**config.mk**
```make
export PLATFORM = sky130hd
export DESIGN_NAME = mult_div_unit
export DESIGN_NICKNAME = d
export VERILOG_FILES = /design/src/rtl/mdu_pkg.sv /design/src/rtl/mdu_iter_step.sv /design/src/rtl/mult_div_unit.sv
export SDC_FILE = /design/constraint.sdc
export NUM_CORES = 1
export LEC_CHECK = 0
export BUFFER_PORTS_ARGS = -buffer_cell sky130_fd_sc_hd__buf_2
export CORE_UTILIZATION = 53
export CTS_BUF_LIST = sky130_fd_sc_hd__clkbuf_8 sky130_fd_sc_hd__clkbuf_16
export DETAILED_ROUTE_END_ITERATION = 10
export PLACE_DENSITY = 0.77
export SYNTH_ARGS = -nofsm -noshare
export SYNTH_HDL_FRONTEND = slang
export SYNTH_SLANG_ARGS = --single-unit
```
**constraint.sdc**
```tcl
create_clock -name clk -period 4.8 [get_ports clk]
set_input_delay 0.96 -clock clk [delete_from_list [all_inputs] [get_ports clk]]
set_output_delay 0.96 -clock clk [all_outputs]
set_load 0.01 [all_outputs]
```
**src/rtl/mdu_pkg.sv**
```systemverilog
// Shared definitions for the multiply/divide unit: op codes, FSM states, default width.
// ALU control and the hazard unit import the same op codes.
package mdu_pkg;

  localparam int MDU_WIDTH = 32;

  typedef enum logic [1:0] {
    MDU_MULT  = 2'b00,
    MDU_MULTU = 2'b01,
    MDU_DIV   = 2'b10,
    MDU_DIVU  = 2'b11
  } mdu_op_e;

  typedef enum logic [1:0] {
    IDLE = 2'b00,
    RUN  = 2'b01,
    FIX  = 2'b10
  } mdu_state_e;

endpackage

```
**src/rtl/mdu_iter_step.sv**
```systemverilog
// One iteration of the unit's datapath: shift-add multiply or restoring divide,
// selected by is_div. Purely combinational; the top registers the results.
module mdu_iter_step #(
  parameter int WIDTH = 32
) (
  input  logic             is_div,
  input  logic [WIDTH:0]   hi_in,
  input  logic [WIDTH-1:0] lo_in,
  input  logic [WIDTH-1:0] opnd,
  output logic [WIDTH:0]   hi_out,
  output logic [WIDTH-1:0] lo_out
);

  logic [WIDTH:0] sum;
  logic [WIDTH:0] shifted;
  logic [WIDTH:0] diff;
  logic           fits;

  always_comb begin
    // Multiply: hi_in is the upper accumulator, lo_in the not-yet-consumed multiplier bits.
    sum     = hi_in + (lo_in[0] ? {1'b0, opnd} : '0);
    // Divide: hi_in is the partial remainder, lo_in the dividend shifting into quotient bits.
    shifted = {hi_in[WIDTH-1:0], lo_in[WIDTH-1]};
    diff    = shifted - {1'b0, opnd};
    fits    = (shifted >= {1'b0, opnd});

    if (is_div) begin
      hi_out = fits ? diff : shifted;
      lo_out = {lo_in[WIDTH-2:0], fits};
    end else begin
      hi_out = {1'b0, sum[WIDTH:1]};
      lo_out = {sum[0], lo_in[WIDTH-1:1]};
    end
  end

endmodule

```
**src/rtl/mult_div_unit.sv**
```systemverilog
// Iterative 32x32 multiply / 32/32 divide with architectural HI/LO registers.
// Magnitudes are iterated for WIDTH cycles, then a FIX cycle applies signs and writes HI/LO.
module mult_div_unit
  import mdu_pkg::*;
#(
  parameter int WIDTH = MDU_WIDTH,
  parameter int CNT_W = $clog2(WIDTH) + 1
) (
  input  logic             clk,
  input  logic             rst_n,
  input  logic             start,
  input  logic [1:0]       op,
  input  logic [WIDTH-1:0] a,
  input  logic [WIDTH-1:0] b,
  input  logic             mt_we,
  input  logic             mt_sel,
  input  logic [WIDTH-1:0] mt_data,
  output logic             busy,
  output logic             done,
  output logic             div_zero,
  output logic [WIDTH-1:0] hi,
  output logic [WIDTH-1:0] lo
);

  mdu_state_e       state;
  mdu_state_e       state_next;
  logic [CNT_W-1:0] cnt;

  logic             is_div_r;
  logic             neg_q;
  logic             neg_r;
  logic             b_zero;
  logic [WIDTH-1:0] a_raw;
  logic [WIDTH-1:0] opnd;
  logic [WIDTH:0]   acc_hi;
  logic [WIDTH-1:0] acc_lo;
  logic [WIDTH:0]   step_hi;
  logic [WIDTH-1:0] step_lo;

  logic [WIDTH-1:0] hi_r;
  logic [WIDTH-1:0] lo_r;
  logic [WIDTH-1:0] fix_hi;
  logic [WIDTH-1:0] fix_lo;
  logic             done_r;
  logic             div_zero_r;

  logic             accept;
  logic             last_iter;
  logic             op_is_div;
  logic             op_is_signed;

  function automatic logic [WIDTH-1:0] magnitude(input logic [WIDTH-1:0] x,
                                                 input logic is_signed);
    logic signed [WIDTH-1:0] sx;
    sx = x;
    if (is_signed && (sx < 0)) return $unsigned(-sx);
    return x;
  endfunction

  function automatic logic [WIDTH-1:0] cond_neg(input logic [WIDTH-1:0] x, input logic neg);
    return neg ? -x : x;
  endfunction

  function automatic logic [2*WIDTH-1:0] cond_neg_wide(input logic [2*WIDTH-1:0] x,
                                                       input logic neg);
    return neg ? -x : x;
  endfunction

  assign op_is_div    = (op == MDU_DIV) || (op == MDU_DIVU);
  assign op_is_signed = (op == MDU_MULT) || (op == MDU_DIV);
  assign accept       = (state == IDLE) && start;
  assign last_iter    = (cnt == CNT_W'(WIDTH - 1));

  mdu_iter_step #(
    .WIDTH (WIDTH)
  ) u_step (
    .is_div (is_div_r),
    .hi_in  (acc_hi),
    .lo_in  (acc_lo),
    .opnd   (opnd),
    .hi_out (step_hi),
    .lo_out (step_lo)
  );

  // State register
  always_ff @(posedge clk or negedge rst_n) begin
    if (!rst_n) state <= IDLE;
    else        state <= state_next;
  end

  // Next-state logic
  always_comb begin
    state_next = state;
    case (state)
      IDLE:    if (start) state_next = RUN;
      RUN:     if (last_iter) state_next = FIX;
      FIX:     state_next = IDLE;
      default: state_next = IDLE;
    endcase
  end

  // FSM outputs
  always_comb begin
    busy = (state != IDLE);
  end

  // Sign fix-up; a zero divisor bypasses it and returns {HI, LO} = {a, all-ones}.
  always_comb begin
    logic [2*WIDTH-1:0] prod;
    prod   = cond_neg_wide({acc_hi[WIDTH-1:0], acc_lo}, neg_q);
    fix_hi = prod[2*WIDTH-1:WIDTH];
    fix_lo = prod[WIDTH-1:0];
    if (is_div_r) begin
      if (b_zero) begin
        fix_hi = a_raw;
        fix_lo = '1;
      end else begin
        fix_hi = cond_neg(acc_hi[WIDTH-1:0], neg_r);
        fix_lo = cond_neg(acc_lo, neg_q);
      end
    end
  end

  always_ff @(posedge clk or negedge rst_n) begin
    if (!rst_n) begin
      cnt        <= '0;
      is_div_r   <= 1'b0;
      neg_q      <= 1'b0;
      neg_r      <= 1'b0;
      b_zero     <= 1'b0;
      a_raw      <= '0;
      opnd       <= '0;
      acc_hi     <= '0;
      acc_lo     <= '0;
      hi_r       <= '0;
      lo_r       <= '0;
      done_r     <= 1'b0;
      div_zero_r <= 1'b0;
    end else begin
      done_r <= (state == FIX);

      if (accept) begin
        is_div_r   <= op_is_div;
        neg_q      <= op_is_signed & (a[WIDTH-1] ^ b[WIDTH-1]);
        neg_r      <= op_is_signed & a[WIDTH-1];
        b_zero     <= (b == '0);
        a_raw      <= a;
        acc_hi     <= '0;
        // Divide iterates the dividend through acc_lo; multiply iterates the multiplier.
        acc_lo     <= op_is_div ? magnitude(a, op_is_signed) : magnitude(b, op_is_signed);
        opnd       <= op_is_div ? magnitude(b, op_is_signed) : magnitude(a, op_is_signed);
        cnt        <= '0;
        div_zero_r <= 1'b0;
      end else if (state == RUN) begin
        acc_hi <= step_hi;
        acc_lo <= step_lo;
        cnt    <= cnt + CNT_W'(1);
      end

      if (state == FIX) begin
        hi_r       <= fix_hi;
        lo_r       <= fix_lo;
        div_zero_r <= is_div_r & b_zero;
      end else if ((state == IDLE) && mt_we && !start) begin
        if (mt_sel) hi_r <= mt_data;
        else        lo_r <= mt_data;
      end
    end
  end

  assign done     = done_r;
  assign div_zero = div_zero_r;
  assign hi       = hi_r;
  assign lo       = lo_r;

endmodule

```
==> results of run 1 <==
cells by family after synthesis:
| kind of cell | count (synthesis) |
|---|---|
| compound gates | 663 |
| simple gates | 778 |
| xor+xnor | 199 |
| fa+ha+maj | 71 |
| buf+inv | 230 |
| mux | 78 |
| flops | 207 |
power breakdown:
part           switching, mW  internal (mW)
logic                   4.87           3.17
clock network          0.796           1.24
registers              0.941           2.33
cell usage in the layout, fill, tap and decap left out, types with 29 or more instances in the layout:
cell type	n
o31ai_1	29
nand2_1	414
nor2_1	148
a21oi_1	146
xnor2_1	100
nor3_1	34
o211ai_1	70
a32oi_1	31
buf_4	43
nand3_1	29
xor2_1	99
inv_1	81
dfrtp_1	204
o21ai_0	199
mux2i_1	71
buf_2	168
ha_1	69
through the flow:
stage / std cells / utilization / hold WS (ns)
final: 2765 / 0.607 / 0.478
after global routing: 2765 / 0.607 / 0.501
after CTS: 2764 / 0.607 / 0.479
after detailed placement: 2719 / 0.579 / 0.464
after global placement: 2719 / 0.579 / 0.460
after floorplan: 2226 / - / 0.440
metal layers:
layer  part of all wire  routed length, um  global-route usage
met1               0.41              26700               0.547
met2               0.43              28100               0.583
met3               0.11               7000              0.0627
met4              0.059               3890               0.206
met5                  0                  0                   0
layout make-up:
type	count	area (um2)
sequential	207	5190
clock buffer	29	692
tap	435	544
multi-input combinational	1789	11200
antenna	1	2.50
clock inverter	16	180
fill	2874	12500
inverter	75	282
timing repair buffer	213	1200
flip-flops by register name, summed over array words and instances (netlist names), 2 cells and up:
signal  count
a_raw      32
acc_hi     33
acc_lo     32
cnt         6
hi         32
lo         32
opnd       32
state       2
final timing paths:
path | cells past startpoint | slack [ns] | startpoint | to
setup / recovery | 13 | 0.46 | acc_lo[0]$_DFFE_PN0P_ | acc_hi[28]$_DFFE_PN0P_
hold / removal | 2 | 0.48 | a_raw[27]$_DFFE_PN0P_ | a_raw[27]$_DFFE_PN0P_
setup reg to reg | 13 | 0.46 | acc_lo[0]$_DFFE_PN0P_ | acc_hi[28]$_DFFE_PN0P_
hold reg to reg | 2 | 0.48 | a_raw[27]$_DFFE_PN0P_ | a_raw[27]$_DFFE_PN0P_
max in group asynchronous | 2 | 3.26 | rst_n | acc_hi[6]$_DFFE_PN0P_
min in group asynchronous | 1 | 0.50 | rst_n | a_raw[21]$_DFFE_PN0P_
cells in the mapped netlist, types with 31 or more instances:
cell,n
a21oi_1,147
a32oi_1,31
clkbuf_1,131
dfrtp_1,207
ha_1,69
inv_1,72
mux2i_1,71
nand2_1,415
nor2_1,149
nor3_1,34
o211ai_1,70
o21ai_0,199
xnor2_1,100
xor2_1,99
worst max-delay path: stages (launching register included):
cell and delay, ns:
dfrtp_1 0.41, clkinv_1 0.58, buf_4 0.46, nor2_1 0.13, ha_1 0.32, and2_1 0.20
a22o_1 0.19, o41ai_1 0.44, o311ai_0 0.45, and3_1 0.33, a31oi_1 0.24, xnor2_1 0.10
a222oi_1 0.29, nand2_1 0.07
==> run metrics, run 1 <==
status=finished clean; Port Buf Inserts=169; Synth-to-Final Area Change=12.0%; Post-Synth Adder-Cell Area=0.0524; Row Count=65; DR DRC count=0; Detail Route Antenna Nets=0; routed vias=17900; hold crit path type=reg2reg; Period Utilization, post-route=0.904; XOR/XNOR share of the synthesized area=0.101; H-tree depth=1; relative slew slack=0.237; Yosys top cell by area=dfrtp_1; Worst-Skew Late Latency=0.55 ns; CTS Buf Count=26; initial DRC count=2318; RSZ-0062 raised after global routing=false; final WL=65700 um; Post-synth top flop=dfrtp_1; Final Hold Viols=0; main combinational cell family by area after synthesis=compound AO/OA/AOI/OAI gates; Clock Skews=0.0205 ns; root buffer cell=clkbuf_16; synth unique cells=76; TNS Setup=0 ns; syn_nets=2400; antenna violations before repair=1; final worst slack=0.460 ns; Cells after Synth=2226; mean post-synth cell area=7.74 um2; largest net degree at the start of global routing=114; Synth Warn #=0; Top-Level Pins=170; DIE HEIGHT=182 um; share of cells above drive strength 1=0.127; top-area cell type share of the netlist area=0.301; Lkg Pwr=8.41 nW; Pwr Total=13.3 mW; area of the core=31800 um2; routed len/inst=23.8 um; Clock Tree Buf Depth=3; CP Capture Type=register; #FFs+latches synth=207; Setup violations, final=0; post-cts repair resize count=0; DP HPWL=49700 um; CTS clk-pin slew, worst paths=0.06 ns; Required @ worst endpoint=5.24 ns; Initial Utilization=0.542; FFs w/ async S/R, synth=1.00; Critical Path Fanout Max=18; MaxCap Viol Count=0; global-route wire length before repair=99000 um; post-CTS setup buffer count=0; final design instance area without fill=19300 um2; max-slew violation count=0; number of global-route vias before repair=16600; drt pass-1 iters=6; Max rail drop VDD=537 uV; Worst Tran Pin Value=1.14 ns; simple-gate share of the synthesized area=0.202; Final min period=4.34 ns; CTS tree=built; die area=33200 um2; Sink Count=207; Global Route Usage Sum=0.392; Crit path arrival time=4.78 ns; fmax=0.230 GHz; pwr/cell area=691 nW/um2; Hold Buf Count CTS=0; EDFF count, synth=0; post-synthesis mux area share=0.0458; gp weighted congestion=1.02; GR Overflow Total=0; placed cell areas=18400 um2; Synth Cell Area=17200 um2; synth top area cells=dfrtp_1 (30%), nand2_1 (9.0%), o21ai_0 (5.8%), xnor2_1 (5.1%), xor2_1 (5.0%); Nets=2486; post-place setup slack=0.539 ns; Via density=6.48; post-synthesis compound-gate area fraction=0.248; startpoint types=register; kind of critical path=reg2reg; die width=182 um; post-synthesis sequential area ratio=0.301
(Power assumes the default switching activity.)
==> run 2, diff against run 1 <==
Settings changed: CORE_MARGIN set to 1.5.
==> run 2 against run 1 <==
Register-to-register slack got worse by 0.05 ns; utilization up 0.17 points; cell count rose by 0.11%; non-clock buffer count rose by 2; sequential share of layout area down 0.077 points; largest power group unchanged.
==> run metrics, run 2 (same netlist as run 1, synthesis figures left out) <==
status=finished clean; number of global-route vias before repair=16600 (+0.50%); gp weighted congestion=1.05 (+2.6%); Global Route Usage Sum=0.388 (-0.00366); initial DRC count=2245 (-3.1%); Clock Skews=0.0323 ns (+0.0118 ns); Clock Tree Buf Depth=3 (unchanged); Synth-to-Final Area Change=12.3%; Detail Route Antenna Nets=0 (unchanged); post-CTS setup buffer count=0 (unchanged); CTS Buf Count=25 (-3.8%); routed len/inst=24.0 um (+0.95%); Psw=6.72 mW (+1.7%); routed vias=18100 (+1.3%); Via density=6.55 (+1.1%); kind of critical path=reg2reg; Worst-Skew Late Latency=0.57 ns (+0.02 ns); CTS tree=built; Nets=2487 (+0.040%); r2r worst-path depth=13 (unchanged); Worst Tran Pin Value=1.10 ns (-0.0408 ns); commonest non-fill, non-tap cell in the layout=nand2_1; Final min period=4.39 ns (+0.0492 ns); Max rail drop VDD=380 uV (-29%); Crit-path slowest cell=clkinv_1; Most flops, register=acc_hi; crit path to=acc_hi[28]$_DFFE_PN0P_; CTS clk-pin slew, worst paths=0.06 ns (about the same); Top-Level Pins=170 (unchanged); fmax=0.228 GHz (-1.1%); hold crit path type=in2async; Pint=6.81 mW (+1.1%); Final Non-Filler Cells=2768 (+0.11%); most frequent cells in the layout=nand2_1 (414), dfrtp_1 (204), o21ai_0 (199); Row Count=65 (unchanged); drt pass-1 iters=9 (+3); Hold Buf Count CTS=0 (unchanged); reg-to-reg startpoint=acc_lo[0]$_DFFE_PN0P_; Final Hold Viols=0 (unchanged); GR Overflow Total=0 (unchanged); RSZ-0062 raised after global routing=false; Setup violations, final=0 (unchanged); Pwr Total=13.5 mW (+1.4%); startpoint types=register; share of cells above drive strength 1=0.131 (+0.00370); die area=33600 um2 (+1.1%); Clk network pwr share=0.159 (+0.007); H-tree depth=1 (unchanged); largest net degree at the start of global routing=112 (-1.8%); DP HPWL=49900 um (+0.48%); Port Buf Inserts=169 (unchanged); FF-to-FF End=acc_hi[28]$_DFFE_PN0P_; root buffer cell=clkbuf_16; MaxCap Viol Count=0 (unchanged); global-route wire length before repair=99600 um (+0.56%); Comb power frac=0.596 (-0.006); DR DRC count=0 (unchanged); relative slew slack=0.260 (+0.0233); Switching Share=0.497 (+0.00147); Period Utilization, post-route=0.914 (+0.0102); max-slew violation count=0 (unchanged); Lkg Pwr=8.42 nW (about the same); Required @ worst endpoint=5.25 ns (about the same); DIE HEIGHT=183 um (+0.55%); TNS Setup=0 ns (unchanged); pwr/cell area=699 nW/um2 (+1.2%); final WL=66400 um (+1.1%); CP Capture Type=register; die width=183 um (+0.55%); Largest stage delay, worst path=0.66 ns (+0.08 ns); reg-to-reg slack, setup=0.41 ns (-0.05 ns); post-route core utilization=0.608 (+0.00173); Crit path arrival time=4.84 ns (+0.06 ns); Inst Count DP=2721 (+0.074%); Worst Setup SP=acc_lo[0]$_DFFE_PN0P_; post-cts repair resize count=0 (unchanged); Initial Utilization=0.542 (unchanged); CP cell instances=clkinv_1 > buf_4 > nor2_1 > ha_1 > and2_1 > a22o_1 > o41ai_1 > o311ai_0 > and3_1 > a31oi_1 > xnor2_1 > a222oi_1 > nand2_1; sequential share of power=0.245 (about the same); Critical Path Fanout Max=18 (unchanged); area of the core=31800 um2 (unchanged); antenna violations before repair=1 (unchanged); Sink Count=207 (unchanged); max reg flops=33 (unchanged)
## run 2: layout make-up
type | instances | area, um2
Fill cell | 2845 | 12500
Antenna cell | 1 | 2.50
Sequential cell | 207 | 5190
Tap cell | 435 | 544
Clock inverter | 16 | 230
Timing Repair Buffer | 215 | 1200
Multi-Input combinational cell | 1789 | 11200
Clock buffer | 30 | 694
Inverter | 75 | 282
## run 2: metal layers
layer  share of wire  vias up  track usage  wire, um
li1                -     8143            -         -
met1            0.39     8533        0.533     26200
met2            0.42     1257        0.581     28100
met3            0.12      203       0.0759      8030
met4           0.061        0        0.200      4040
met5               0        -            0         0
## run 2: how the worst min path moves through the flow
stage / from / to / slack (ns)
floorplan: a_raw[11]$_DFFE_PN0P_ / a_raw[11]$_DFFE_PN0P_ / 0.44
global placement: a_raw[13]$_DFFE_PN0P_ / a_raw[13]$_DFFE_PN0P_ / 0.46
detailed placement: a_raw[3]$_DFFE_PN0P_ / a_raw[3]$_DFFE_PN0P_ / 0.47
CTS: a_raw[3]$_DFFE_PN0P_ / a_raw[3]$_DFFE_PN0P_ / 0.49
global route: a_raw[13]$_DFFE_PN0P_ / a_raw[13]$_DFFE_PN0P_ / 0.51
finish: rst_n / hi[21]$_DFFE_PN0P_ / 0.48
## run 2: critical path: cells and delay by family (launching register included)
| kind | cells | cell delay, ns |
|---|---|---|
| XOR/XNOR | 1 | 0.09 |
| buffers and inverters | 2 | 1.13 |
| adder cells (fa/ha/maj) | 1 | 0.32 |
| AO/OA/AOI/OAI | 5 | 1.61 |
| flip-flops | 1 | 0.41 |
| AND/OR/NAND/NOR | 4 | 0.73 |
## run 2: power by group through the flow
| stage | registers (mW) | clock network (mW) | logic, mW |
|---|---|---|---|
| floorplan | 2.81 | 0 | 5.78 |
| global placement | 3.23 | 0 | 7.67 |
| detailed placement | 3.27 | 0 | 7.75 |
| CTS | 3.24 | 2.15 | 7.82 |
| global route | 3.34 | 2.21 | 8.74 |
| finish | 3.31 | 2.15 | 8.07 |
## run 2: per-stage QoR
stage | worst slack, ns | hold slack [ns] | area, um2
3_3_place_gp | 0.812 | 0.462 | 18400
3_5_place_dp | 0.549 | 0.472 | 18400
6_report | 0.411 | 0.476 | 19300
4_1_cts | 0.553 | 0.487 | 19300
5_1_grt | 0.106 | 0.508 | 19300
2_1_floorplan | 1.28 | 0.440 | 17200
